File: src/rtl/coeff_expand_if.sv
// Coefficient stream / expanded frame bus for coeff_expand.
// The slave modport is the block itself; the master modport is the source/sink around it.
interface coeff_expand_if #(
  parameter int IN_W  = 12,
  parameter int OUT_W = 19
);
  // Serial coefficient input side
  logic                    in_valid;
  logic                    in_ready;
  logic signed [IN_W-1:0]  in_coef;
  logic                    in_last;

  // Frame output side
  logic                    out_valid;
  logic                    out_ready;
  logic signed [OUT_W-1:0] fraction_z0;
  logic signed [OUT_W-1:0] fraction_z1;
  logic signed [OUT_W-1:0] fraction_z2;
  logic signed [OUT_W-1:0] fraction_z3;
  logic signed [OUT_W-1:0] fraction_z4;
  logic signed [OUT_W-1:0] fraction_z5;
  logic signed [OUT_W-1:0] fraction_z6;
  logic signed [OUT_W-1:0] fraction_z7;
  logic                    out_short;
  logic [15:0]             frame_cnt;

  modport slave (
    input  in_valid, in_coef, in_last, out_ready,
    output in_ready, out_valid, out_short, frame_cnt,
    output fraction_z0, fraction_z1, fraction_z2, fraction_z3,
    output fraction_z4, fraction_z5, fraction_z6, fraction_z7
  );

  modport master (
    output in_valid, in_coef, in_last, out_ready,
    input  in_ready, out_valid, out_short, frame_cnt,
    input  fraction_z0, fraction_z1, fraction_z2, fraction_z3,
    input  fraction_z4, fraction_z5, fraction_z6, fraction_z7
  );
endinterface

File: src/rtl/coeff_expand.sv
// Rebuilds 8-coefficient frames from a serial 12-bit integer stream, expanding each to Q11.7.
// Optional macro COEFF_EXPAND_HALF_LSB_EN: midpoint reconstruction (+0.5 LSB on written slots).
module coeff_expand #(
  parameter int N_COEF    = 8,   // output port list is fixed at 8 slots
  parameter int FRAC_BITS = 7,
  parameter int IN_W      = 12
) (
  input  logic           clk,
  input  logic           rst,
  coeff_expand_if.slave  bus
);

  localparam int OUT_W = IN_W + FRAC_BITS;
  localparam logic [2:0] LAST_IDX = 3'(N_COEF - 1);

`ifdef COEFF_EXPAND_HALF_LSB_EN
  // Midpoint of the truncated interval compensates the floor bias of the forward stage.
  localparam logic [FRAC_BITS-1:0] FRAC_FILL = {1'b1, {(FRAC_BITS-1){1'b0}}};
`else
  localparam logic [FRAC_BITS-1:0] FRAC_FILL = '0;
`endif

  typedef enum logic {
    COLLECT = 1'b0,
    PRESENT = 1'b1
  } state_t;

  state_t                  state_q, state_d;
  logic [2:0]              idx_q;
  logic signed [OUT_W-1:0] slot_q [N_COEF];
  logic                    short_q;
  logic [15:0]             frame_cnt_q;

  logic                    in_xfer;
  logic                    out_hs;
  logic                    frame_close;
  logic signed [OUT_W-1:0] expanded;

  assign in_xfer     = bus.in_valid && (state_q == COLLECT);
  assign out_hs      = bus.out_ready && (state_q == PRESENT);
  assign frame_close = in_xfer && (bus.in_last || (idx_q == LAST_IDX));
  assign expanded    = {bus.in_coef, FRAC_FILL};

  // NOTE: every variable written in always_comb gets a default first, so no path can infer a latch.
  always_comb begin
    state_d = state_q;
    unique case (state_q)
      COLLECT: if (frame_close) state_d = PRESENT;
      PRESENT: if (bus.out_ready) state_d = COLLECT;
      default: state_d = COLLECT;
    endcase
  end

  // NOTE: sequential state uses non-blocking assignments so all registers update from pre-edge values.
  always_ff @(posedge clk) begin
    if (rst) state_q <= COLLECT;
    else     state_q <= state_d;
  end

  // NOTE: the slot array is reset because it drives the output ports directly; zero-fill relies on it.
  always_ff @(posedge clk) begin
    if (rst) begin
      for (int k = 0; k < N_COEF; k++) slot_q[k] <= '0;
      idx_q       <= '0;
      short_q     <= 1'b0;
      frame_cnt_q <= '0;
    end else if (in_xfer) begin
      slot_q[idx_q] <= expanded;
      idx_q         <= idx_q + 3'd1;
      if (frame_close) short_q <= (idx_q != LAST_IDX);
    end else if (out_hs) begin
      // Clearing here leaves untouched slots at zero when the next frame ends early.
      for (int k = 0; k < N_COEF; k++) slot_q[k] <= '0;
      idx_q       <= '0;
      short_q     <= 1'b0;
      frame_cnt_q <= frame_cnt_q + 16'd1;
    end
  end

  assign bus.in_ready    = (state_q == COLLECT);
  assign bus.out_valid   = (state_q == PRESENT);
  assign bus.out_short   = short_q;
  assign bus.frame_cnt   = frame_cnt_q;
  assign bus.fraction_z0 = slot_q[0];
  assign bus.fraction_z1 = slot_q[1];
  assign bus.fraction_z2 = slot_q[2];
  assign bus.fraction_z3 = slot_q[3];
  assign bus.fraction_z4 = slot_q[4];
  assign bus.fraction_z5 = slot_q[5];
  assign bus.fraction_z6 = slot_q[6];
  assign bus.fraction_z7 = slot_q[7];

endmodule
File: src/flat_wrapper.sv
// flat-port wrapper written by rule: the top's interface ports become plain ports
module coeff_expand_flat 
#(
  parameter int N_COEF    = 8,                                          
  parameter int FRAC_BITS = 7,
  parameter int IN_W      = 12
)
  (clk, rst, bus_in_valid, bus_in_coef, bus_in_last, bus_out_ready, bus_in_ready, bus_out_valid, bus_out_short, bus_frame_cnt, bus_fraction_z0, bus_fraction_z1, bus_fraction_z2, bus_fraction_z3, bus_fraction_z4, bus_fraction_z5, bus_fraction_z6, bus_fraction_z7);
  coeff_expand_if #(.IN_W(IN_W)) bus_i ();
  input  logic clk;
  input  logic rst;
  input wire logic [$bits(bus_i.in_valid)-1:0] bus_in_valid;
  input wire logic [$bits(bus_i.in_coef)-1:0] bus_in_coef;
  input wire logic [$bits(bus_i.in_last)-1:0] bus_in_last;
  input wire logic [$bits(bus_i.out_ready)-1:0] bus_out_ready;
  output wire logic [$bits(bus_i.in_ready)-1:0] bus_in_ready;
  output wire logic [$bits(bus_i.out_valid)-1:0] bus_out_valid;
  output wire logic [$bits(bus_i.out_short)-1:0] bus_out_short;
  output wire logic [$bits(bus_i.frame_cnt)-1:0] bus_frame_cnt;
  output wire logic [$bits(bus_i.fraction_z0)-1:0] bus_fraction_z0;
  output wire logic [$bits(bus_i.fraction_z1)-1:0] bus_fraction_z1;
  output wire logic [$bits(bus_i.fraction_z2)-1:0] bus_fraction_z2;
  output wire logic [$bits(bus_i.fraction_z3)-1:0] bus_fraction_z3;
  output wire logic [$bits(bus_i.fraction_z4)-1:0] bus_fraction_z4;
  output wire logic [$bits(bus_i.fraction_z5)-1:0] bus_fraction_z5;
  output wire logic [$bits(bus_i.fraction_z6)-1:0] bus_fraction_z6;
  output wire logic [$bits(bus_i.fraction_z7)-1:0] bus_fraction_z7;
  assign bus_i.in_valid = bus_in_valid;
  assign bus_i.in_coef = bus_in_coef;
  assign bus_i.in_last = bus_in_last;
  assign bus_i.out_ready = bus_out_ready;
  assign bus_in_ready = bus_i.in_ready;
  assign bus_out_valid = bus_i.out_valid;
  assign bus_out_short = bus_i.out_short;
  assign bus_frame_cnt = bus_i.frame_cnt;
  assign bus_fraction_z0 = bus_i.fraction_z0;
  assign bus_fraction_z1 = bus_i.fraction_z1;
  assign bus_fraction_z2 = bus_i.fraction_z2;
  assign bus_fraction_z3 = bus_i.fraction_z3;
  assign bus_fraction_z4 = bus_i.fraction_z4;
  assign bus_fraction_z5 = bus_i.fraction_z5;
  assign bus_fraction_z6 = bus_i.fraction_z6;
  assign bus_fraction_z7 = bus_i.fraction_z7;
  coeff_expand #(.N_COEF(N_COEF), .FRAC_BITS(FRAC_BITS), .IN_W(IN_W)) u_core (.clk(clk), .rst(rst), .bus(bus_i));
endmodule
File: config.mk
export PLATFORM = sky130hd
export DESIGN_NAME = coeff_expand_flat
export DESIGN_NICKNAME = d
export VERILOG_FILES = /design/src/rtl/coeff_expand_if.sv /design/src/rtl/coeff_expand.sv /design/src/flat_wrapper.sv
export SDC_FILE = /design/constraint.sdc
export NUM_CORES = 1
export LEC_CHECK = 0
export ABC_AREA = 1
export CAP_MARGIN = 20
export CORE_MARGIN = 3
export CORE_UTILIZATION = 44
export CTS_CLUSTER_DIAMETER = 150
export DETAILED_ROUTE_END_ITERATION = 8
export PLACE_DENSITY = 0.8
export SYNTH_ARGS = -nofsm -noshare
export SYNTH_HDL_FRONTEND = slang
export SYNTH_SLANG_ARGS = --single-unit
File: constraint.sdc
create_clock -name clk -period 2.1 [get_ports clk]
set_input_delay 0.42 -clock clk [delete_from_list [all_inputs] [get_ports clk]]
set_output_delay 0.42 -clock clk [all_outputs]
set_load 0.01 [all_outputs]
==> results.md, run 1 <==
* Outcome: complete, no violations
* Post-synthesis async set-or-reset flop share at 0
* Crit path to: bus_frame_cnt[2]
* Mapped Cells at 432
* Post-synth EDFFs at 96
* Hold WS at 0.472 ns
* Final design utilization at 0.635
* Ports at 188
* Arrival @ worst endpoint at 1.43 ns
* Post-route cell area at 6970 sq um
* DP Area at 6430 sq um
* DR pass1 iterations at 5
* Crit path kind: flop to output pin
* Data required, critical path at 1.68 ns
* Initial DRC count at 282
* R2R depth at 6
* Final #Nets at 613
* Number of max-cap violations at 0
* Critical Path End Type: output pin
* Synth top cells by count: nor2_1 (113), edfxtp_1 (96), buf_4 (56)
* Synthesis warning total at 0
* # setup viols final at 0
* Setup Buffers After CTS at 0
* CTS clk-pin slew, worst paths at 0.06 ns
* Pleak at 2.85 nW
* Full die area at 12700 sq um
* Tmin final at 1.85 ns
* Hold Fails Final Rpt at 0
* Syn Area/Cell at 11.6 sq um
* Area share of the largest cell type after synthesis at 0.574
* CP delay by family, top: buffers and inverters
* Relative slew slack at 0.655
* DRC Markers at 0
* Hold-fix buffers, CTS at 0
* Die Span Y at 113 um
* Seq/Total Area, Yosys at 0.658
* Via Count at 3573
* CP Max Fanout at 6
* Register bit total from synthesis at 117
* Worst vdd ir at 0.733 mV
* Worst Tran Pin Value at 0.517 ns
* Number of global-route vias before repair at 3398
* I/O Buffers at 131
* Worst path depth at 1
* CP Launch Point: u_core.bus.frame_cnt[2]
* CP peak stage delay at 0.59 ns
* Total CTS buffers at 17
* Total congestion overflow at 0
* Fmax at 540 MHz
* First-pass GRT wire length at 17700 um
* Startpoint types: flop
* Drt via density at 4.80
* Number of routed nets with antenna violations at 0
* Die Width at 113 um
* Post_cts resized at 0
* Overall global routing resource usage at 0.179
* Initial antenna violation count at 0
* Cell with the most instances after synthesis: nor2_1
* Row cnt at 38
* Pin count of the biggest net entering global routing at 17
* Yosys cell types at 29
* Layout fillers at 809
* ANT cells at 0
* CORE AREA at 11000 sq um
* RSZ-0062 raised after global routing: false
* Synth top area cells: edfxtp_1 (57%), nor2_1 (8.4%), buf_4 (8.4%)
* Initial Util at 0.457
* Deepest clock path buffer count at 2
* Final period util at 0.882
* Flop2flop setup slack at 0.63 ns
* TNS Setup at 0 ns
* Final WL at 11500 um
* Slowest cell on the critical path: clkdlybuf4s50_1
* TritonCTS clock tree: done
* Pwr Density at 838 nW/um^2
* Slew Limit Fails at 0
* Buf+Inv Stages, Crit Path at 1
* Placer congestion estimate at 0.871
* R2R Path Start: u_core.bus.out_valid
* Routed len/inst at 15.4 um
* Hold Crit Class: flop to flop
* Crit-path cells: clkdlybuf4s50_1
* Layout cells sized above 1 at 0.127
* Clk_skew at 0.00948 ns
* Ys flop type: edfxtp_1
* CTS Sinks at 117
* FF-to-FF End: u_core.slot_q[0][10]
* Cell Area, Synth at 5020 sq um
* Clock latency on the worst-skew pair at 0.40 ns
* Largest area contributor in the netlist: edfxtp_1
* Dpl hpwl at 8440 um
* H-Tree Depth at 4
* Clk root buf: clkbuf_16
* Layout overhead on the synthesized area at 38.9%
==> flip-flops by register name, indices dropped and copies added, names as in the netlist <==
name	count
u_core.bus.out_short	1
u_core.bus.frame_cnt	16
u_core.idx_q	3
u_core.bus.out_valid	1
u_core.slot_q	96
==> logic make-up (layout without fill, tap and decap cells) <==
group	Yosys count	in the layout	share of synthesized area
buf+inv	103	221	0.132
other cells	1	56	0.000747
flops	117	117	0.658
compound gates	25	25	0.0262
fa+ha+maj	3	3	0.00747
simple gates	183	183	0.176
==> power breakdown <==
group	internal [mW]	leakage, nW	switching, mW
clock network	1.61	0.266	0.997
logic	0.262	1.41	0.301
registers	2.62	1.17	0.0541
==> worst min path at each step <==
stage	startpoint	end	slack, ns	cells past startpoint
after floorplan	u_core.bus.out_short	u_core.bus.out_short	0.48	2
after global placement	u_core.bus.out_short	u_core.bus.out_short	0.45	2
after detailed placement	u_core.bus.out_short	u_core.bus.out_short	0.46	2
after CTS	u_core.bus.out_short	u_core.bus.out_short	0.47	2
after global routing	u_core.bus.out_short	u_core.bus.out_short	0.51	2
final	u_core.bus.out_short	u_core.bus.out_short	0.47	2
==> placed cells by master (no fill, tap or decap), types with 6 or more instances in the layout <==
cell	n
o21ai_0	8
conb_1	56
buf_4	16
edfxtp_1	96
clkdlybuf4s50_1	131
buf_12	6
nor2_2	6
clkinv_2	6
nor2_1	113
nand2_1	36
dfxtp_1	21
a21oi_1	15
clkbuf_16	17
inv_1	33
==> worst min-delay path, stage by stage, from the launching register on <==
cell	delay, ns
dfxtp_1	0.31
inv_1	0.05
a221oi_1	0.06
==> stage by stage <==
| stage | worst slack [ns] | power (mW) | std cells |
|---|---|---|---|
| floorplan | 0.405 | 3.02 | 487 |
| global placement | 0.0979 | 3.27 | 714 |
| detailed placement | 0.0649 | 3.29 | 714 |
| CTS | 0.254 | 5.87 | 745 |
| global route | 0.210 | 6.04 | 745 |
| finish | 0.247 | 5.84 | 745 |
==> layout make-up <==
class                           instances  area (sq um)  share of cell area
Inverter                               37           141              0.0203
Clock buffer                           17           425              0.0610
Multi-Input combinational cell        267          1260               0.181
Sequential cell                       117          3300               0.474
Timing Repair Buffer                  153          1550               0.222
Tap cell                              140           175              0.0251
Clock inverter                         14           114              0.0163
==> per-layer routing <==
| layer | routed length [um] | track usage | vias up |
|---|---|---|---|
| li1 | - | - | 1641 |
| met1 | 4380 | 0.219 | 1665 |
| met2 | 5560 | 0.303 | 246 |
| met3 | 1360 | 0.0545 | 21 |
| met4 | 206 | 0.0625 | 0 |
| met5 | 0 | 0 | - |
Note: power is estimated with default switching activity, not from simulation.
==> inputs of run 2 (changes only) <==
- ABC_AREA: 1 -> 0
- CORE_ASPECT_RATIO: not set -> 0.6
==> run 2 against run 1 <==
- worst hold slack better by 0.054 ns
- first-iteration DRC count shrank 8.9%
- via count decreased by 7.7%
- flip-flop and latch count did not move
- core utilization grew 0.66 points
- synthesized area up 0.12%
- critical endpoint is now bus_out_valid
==> results.md, run 2 <==
* Post-route cell area at 6960 sq um
* Register bit total from synthesis at 117
* Overall global routing resource usage at 0.184
* Area share of the largest cell type after synthesis at 0.573
* Startpoint types: flop
* Number of global-route vias before repair at 3011
* TNS Setup at 0 ns
* Power Internal at 4.47 mW
* DP Area at 6440 sq um
* Layout overhead on the synthesized area at 38.4%
* Clock power frac at 0.442
* Final WL at 11800 um
* Cell Area, Synth at 5030 sq um
* CP Max Fanout at 12
* CTS Sinks at 117
* Slew Limit Fails at 0
* Synth top cells by count: and2_1 (96), edfxtp_1 (96), buf_4 (56)
* Row cnt at 29
* Final period util at 0.902
* Slowest cell on the critical path: clkdlybuf4s50_1
* Syn Area/Cell at 12.9 sq um
* Hold path start: u_core.bus.out_short
* Number of routed nets with antenna violations at 0
* Total congestion overflow at 0
* Clk_skew at 0.0101 ns
* Drt via density at 4.70
* Critical Path End Type: output pin
* Total power at 5.73 mW
* FF-to-FF End: u_core.slot_q[7][5]
* P_sw at 1.27 mW
* Yosys cell types at 32
* Arrival @ worst endpoint at 1.47 ns
* Die Width at 144 um
* Net Sw Frac at 0.221
* Commonest cells after routing, fill and taps aside: clkdlybuf4s50_1 (131), and2_1 (96), edfxtp_1 (96)
* Synth top area cells: edfxtp_1 (57%), and2_1 (12%), buf_4 (8.4%)
* Routed len/inst at 16.8 um
* Setup Buffers After CTS at 0
* # placed instances at 670
* Mapped Cells at 391
* Worst Tran Pin Value at 0.559 ns
* CP peak stage delay at 0.55 ns
* Ports at 188
* Hold Fails Final Rpt at 0
* Via Count at 3298
* Number of max-cap violations at 0
* Dpl hpwl at 8520 um
* # setup viols final at 0
* Hold WS at 0.526 ns
* Hold-fix buffers, CTS at 0
* TritonCTS clock tree: done
* Total CTS buffers at 17
* Final #Nets at 570
* Reg power frac at 0.466
* Placer congestion estimate at 0.828
* H-Tree Depth at 4
* Post_cts resized at 0
* Synthesis warning total at 0
* Flop2flop setup slack at 0.35 ns
* Combinational share of power at 0.093
* Final design utilization at 0.642
* Pwr Density at 824 nW/um^2
* Ys flop type: edfxtp_1
* DRC Markers at 0
* Outcome: complete, no violations
* R2R depth at 5
* Clk root buf: clkbuf_16
* Seq/Total Area, Yosys at 0.657
* R2R Path Start: u_core.bus.out_valid
* Pre-CTS WS at -0.111 ns
* Initial antenna violation count at 1
* Fmax at 528 MHz
* Crit path kind: flop to output pin
* Pin count of the biggest net entering global routing at 24
* Worst Hold Path EP: u_core.bus.out_short
* ANT cells at 0
* Filler-free cell count of the finished design at 701
* Pleak at 2.71 nW
* First-pass GRT wire length at 17000 um
* Post-synth EDFFs at 96
* Largest area contributor in the netlist: edfxtp_1
* Final worst slack at 0.205 ns
* Top reg by flops: u_core.slot_q
* Clock latency on the worst-skew pair at 0.40 ns
* I/O Buffers at 131
* Most common cell after layout, fill and taps aside: clkdlybuf4s50_1
* Worst vdd ir at 0.645 mV
* DR pass1 iterations at 5
* Tmin final at 1.89 ns
* Deepest clock path buffer count at 2
* Relative slew slack at 0.626
* Initial Util at 0.463
* CTS clk-pin slew, worst paths at 0.05 ns
* Layout cells sized above 1 at 0.0961
* RSZ-0062 raised after global routing: false
* Full die area at 12800 sq um
* Hold Crit Class: flop to flop
* CORE AREA at 10800 sq um
* Initial DRC count at 257
* Crit-path cells: buf_4 > clkdlybuf4s50_1
* Die Span Y at 88.8 um
* Hold depth at 2
* Flip-flop count of the largest register, all copies and words added at 96
* Post-synthesis async set-or-reset flop share at 0
* Data required, critical path at 1.68 ns
==> run 2: cell types whose count changed after synthesis, moves of 5 or more <==
| cell | change |
|---|---|
| and2_1 | +96 |
| nor2_1 | -86 |
| inv_1 | -30 |
| nand2_1 | -24 |
| a21oi_1 | -10 |
| buf_6 | -8 |
| xnor2_1 | +8 |
| nand2b_1 | +7 |
| clkbuf_1 | +6 |
| nor2_2 | -6 |
| nand4_4 | -5 |
==> run 2: final cells by class <==
cell class,instances,area (sq um)
tap,139,174
sequential,117,3300
multi-input combinational,258,1450
clock buffer,19,433
fill,794,3890
clock inverter,12,90.1
inverter,3,11.3
timing repair buffer,153,1500
==> run 2: worst max-delay path by stage <==
stage	start	depth (start not counted)	slack, ns	to
2_1_floorplan	u_core.bus.out_valid	4	-0.13	u_core.slot_q[4][0]
3_3_place_gp	bus_in_valid	6	-0.11	u_core.slot_q[5][7]
3_5_place_dp	bus_in_valid	6	-0.11	u_core.slot_q[5][8]
4_1_cts	u_core.bus.out_valid	2	0.19	bus_out_valid
5_1_grt	u_core.bus.out_valid	2	0.15	bus_out_valid
6_report	u_core.bus.out_valid	2	0.21	bus_out_valid
==> run 2: cell families (layout without fill, tap and decap cells) <==
family          count (synthesis)  in the layout  synth area share
simple gates                  169            169             0.197
flops                         117            117             0.657
buf+inv                        71            187            0.0963
compound gates                 17             17            0.0189
xor+xnor                       12             12            0.0209
fa+ha+maj                       3              3           0.00747
other cells                     1             56          0.000746
mux                             1              1           0.00224
==> run 2: routing by layer <==
metal / part of all wire / up-vias / global-route usage
li1: - / 1543 / -
met1: 0.43 / 1551 / 0.243
met2: 0.46 / 192 / 0.285
met3: 0.11 / 12 / 0.0637
met4: 0.011 / 0 / 0.0658
met5: 0 / - / 0
==> run 2: critical path: cells and delay by family (launching register included) <==
family                 cells  cell delay [ns]
buffers and inverters      2             0.74
flip-flops                 1             0.34
==> run 2: power by group through the flow <==
stage / Clock [mW] / Sequential, mW / Combinational (mW)
after floorplan: 0 / 2.76 / 0.211
after global placement: 0 / 2.71 / 0.519
after detailed placement: 0 / 2.71 / 0.529
after CTS: 2.57 / 2.67 / 0.532
after global routing: 2.68 / 2.68 / 0.566
final: 2.53 / 2.67 / 0.531
==> variant (settings of run 2) <==
Build with the macro `COEFF_EXPAND_HALF_LSB_EN` defined.
--- a/src/rtl/coeff_expand.sv
+++ b/src/rtl/coeff_expand.sv
@@ -1,4 +1,6 @@
 // Rebuilds 8-coefficient frames from a serial 12-bit integer stream, expanding each to Q11.7.
 // Optional macro COEFF_EXPAND_HALF_LSB_EN: midpoint reconstruction (+0.5 LSB on written slots).
+`define COEFF_EXPAND_HALF_LSB_EN
+
 module coeff_expand #(
   parameter int N_COEF    = 8,   // output port list is fixed at 8 slots
Behaviour: not the same (a bounded check fails within 4 cycles, from zero or initial values and one cycle with rst high).
==> variant against run 2 <==
Count of clock-buffer cells in the layout fell by 2; sequential power rose by 6%; critical path type is now primary input to flop; design area grew 6.3%; sequential share of layout area is 0.65 points lower; sequential cell count is 8 higher; synthesized area increased by 3.8%; total power increased by 13%; setup slack got worse by 0.035 ns; highest routed layer unchanged; combinational power up 4%; first-iteration DRC count is 14% lower; routed wire length increased by 7.7%; synthesized cell count up 2.6%.
==> variant: results (changes against run 2) <==
Routed met3 length -> 1535 um (+22%)
vias in the first global route -> 3,409 (+13%)
Crit path arrival time -> 2.04 ns (+0.57 ns)
Data buffer area share -> 0.2158 (about the same)
Worst Hold End -> u_core.slot_q[1][0]$_SDFFE_PP1P_
seq pwr -> 2.82 mW (+6%)
Starting DRT DRC Count -> 222 (-14%)
area share of fa/ha/maj cells after synthesis -> 0.007189 (-0.0002755)
share of layout cells above drive strength 1 -> 0.1153 (+0.01923)
count of cell types in the netlist -> 39 (+22%)
Synth Area in Compound Gates -> 0.03211 (+0.01320)
clock network area share -> 0.08624 (+0.01110)
port buffer count -> 139 (+6.1%)
synth cell count leaders -> and2_1 (96), edfxtp_1 (96), buf_4 (50)
M3 GR Usage -> 0.09328 (+0.02956)
hold path startpoint -> u_core.slot_q[1][0]$_SDFFE_PP1P_
Reg area -> 0.003463 sq mm (+4.8%)
DP Area -> 0.006759 sq mm (+5.0%)
Multi-input gate area -> 0.001490 sq mm (+2.9%)
outcome -> finished, final reports clean
VDD IR-drop max -> 610.7 uV (-5.4%)
antenna violations before repair -> 0 (-1)
Comb power -> 0.550 mW (+4%)
Sw Share -> 0.2235 (+0.002485)
WL met2 -> 5740 um (+6.8%)
RD Place Congestion -> 0.8806 (+6.4%)
met2 usage -> 0.2849 (about the same)
post-synthesis mux area share -> 0.006470 (+0.004231)
Leak -> 2.908 nW (+7.1%)
clock sinks -> 125 (+6.8%)
GR Util All Layers -> 0.1919 (+0.008090)
Layout Skew -> 0.009658 ns (-0.0004248 ns)
Routed wire per std cell -> 17.13 um (+1.9%)
critical path class -> primary input to flop
xor-xnor portion of the synthesized cell area -> 0.01677 (-0.004126)
DRT met1 WL -> 5195 um (+3.5%)
Slew headroom -> 0.5840 (-0.04185)
final-layout fill cell count -> 850 (+7.1%)
row count -> 30 (+3.4%)
Layout clock buffers -> 17 (-2)
Min-Delay Path Depth -> 1 (-1)
nonclk buf count -> 163 (+6.5%)
hpwl dp -> 9265 um (+8.7%)
vias per std cell -> 4.711 (+0.14%)
r2r setup slk -> 0.20 ns (-0.15 ns)
worst setup path start -> rst
main area contributors after synthesis -> edfxtp_1 (55%), and2_1 (12%), dfxtp_1 (11%)
met1 usage -> 0.2469 (+0.004032)
R2R Path End -> u_core.slot_q[4][10]$_SDFFCE_PN0P_
CP max stage delay -> 0.52 ns (-0.03 ns)
register area share after synthesis -> 0.6633 (+0.006432)
Layout Nets -> 588 (+3.2%)
clock network power -> 3.13 mW (+24%)
first-pass GRT wire length -> 19,300 um (+14%)
## variant: changes by cell type after synthesis, sizes merged, moves of 3 or more
cell   delta
a21o      +8
dfxtp     +8
buf       -7
nand2     -3
nand3     -3
## variant: through the flow
step                hold WS (ns)  setup WS [ns]    util  TNS (ns)  std cells
floorplan                 0.4967        -0.3183       -    -12.69        448
finish                    0.4570         0.1701  0.6463         0        741
global placement          0.4372        -0.2934  0.5904    -28.25        709
detailed placement        0.4437        -0.2647  0.5904    -25.97        709
CTS                       0.4630        0.08599  0.6461         0        741
global route              0.4906         0.1090  0.6463         0        741
## variant: cells by family (layout without fill, tap and decap cells)
logic type | Yosys count | in the layout
and+or+nand+nor | 167 | 167
muxes | 3 | 3
AOI/OAI and AO/OA | 27 | 27
xor gates and xnor gates | 10 | 10
buffers and inverters | 65 | 198
adders and majority gates | 3 | 3
other | 1 | 48
DFF | 125 | 125
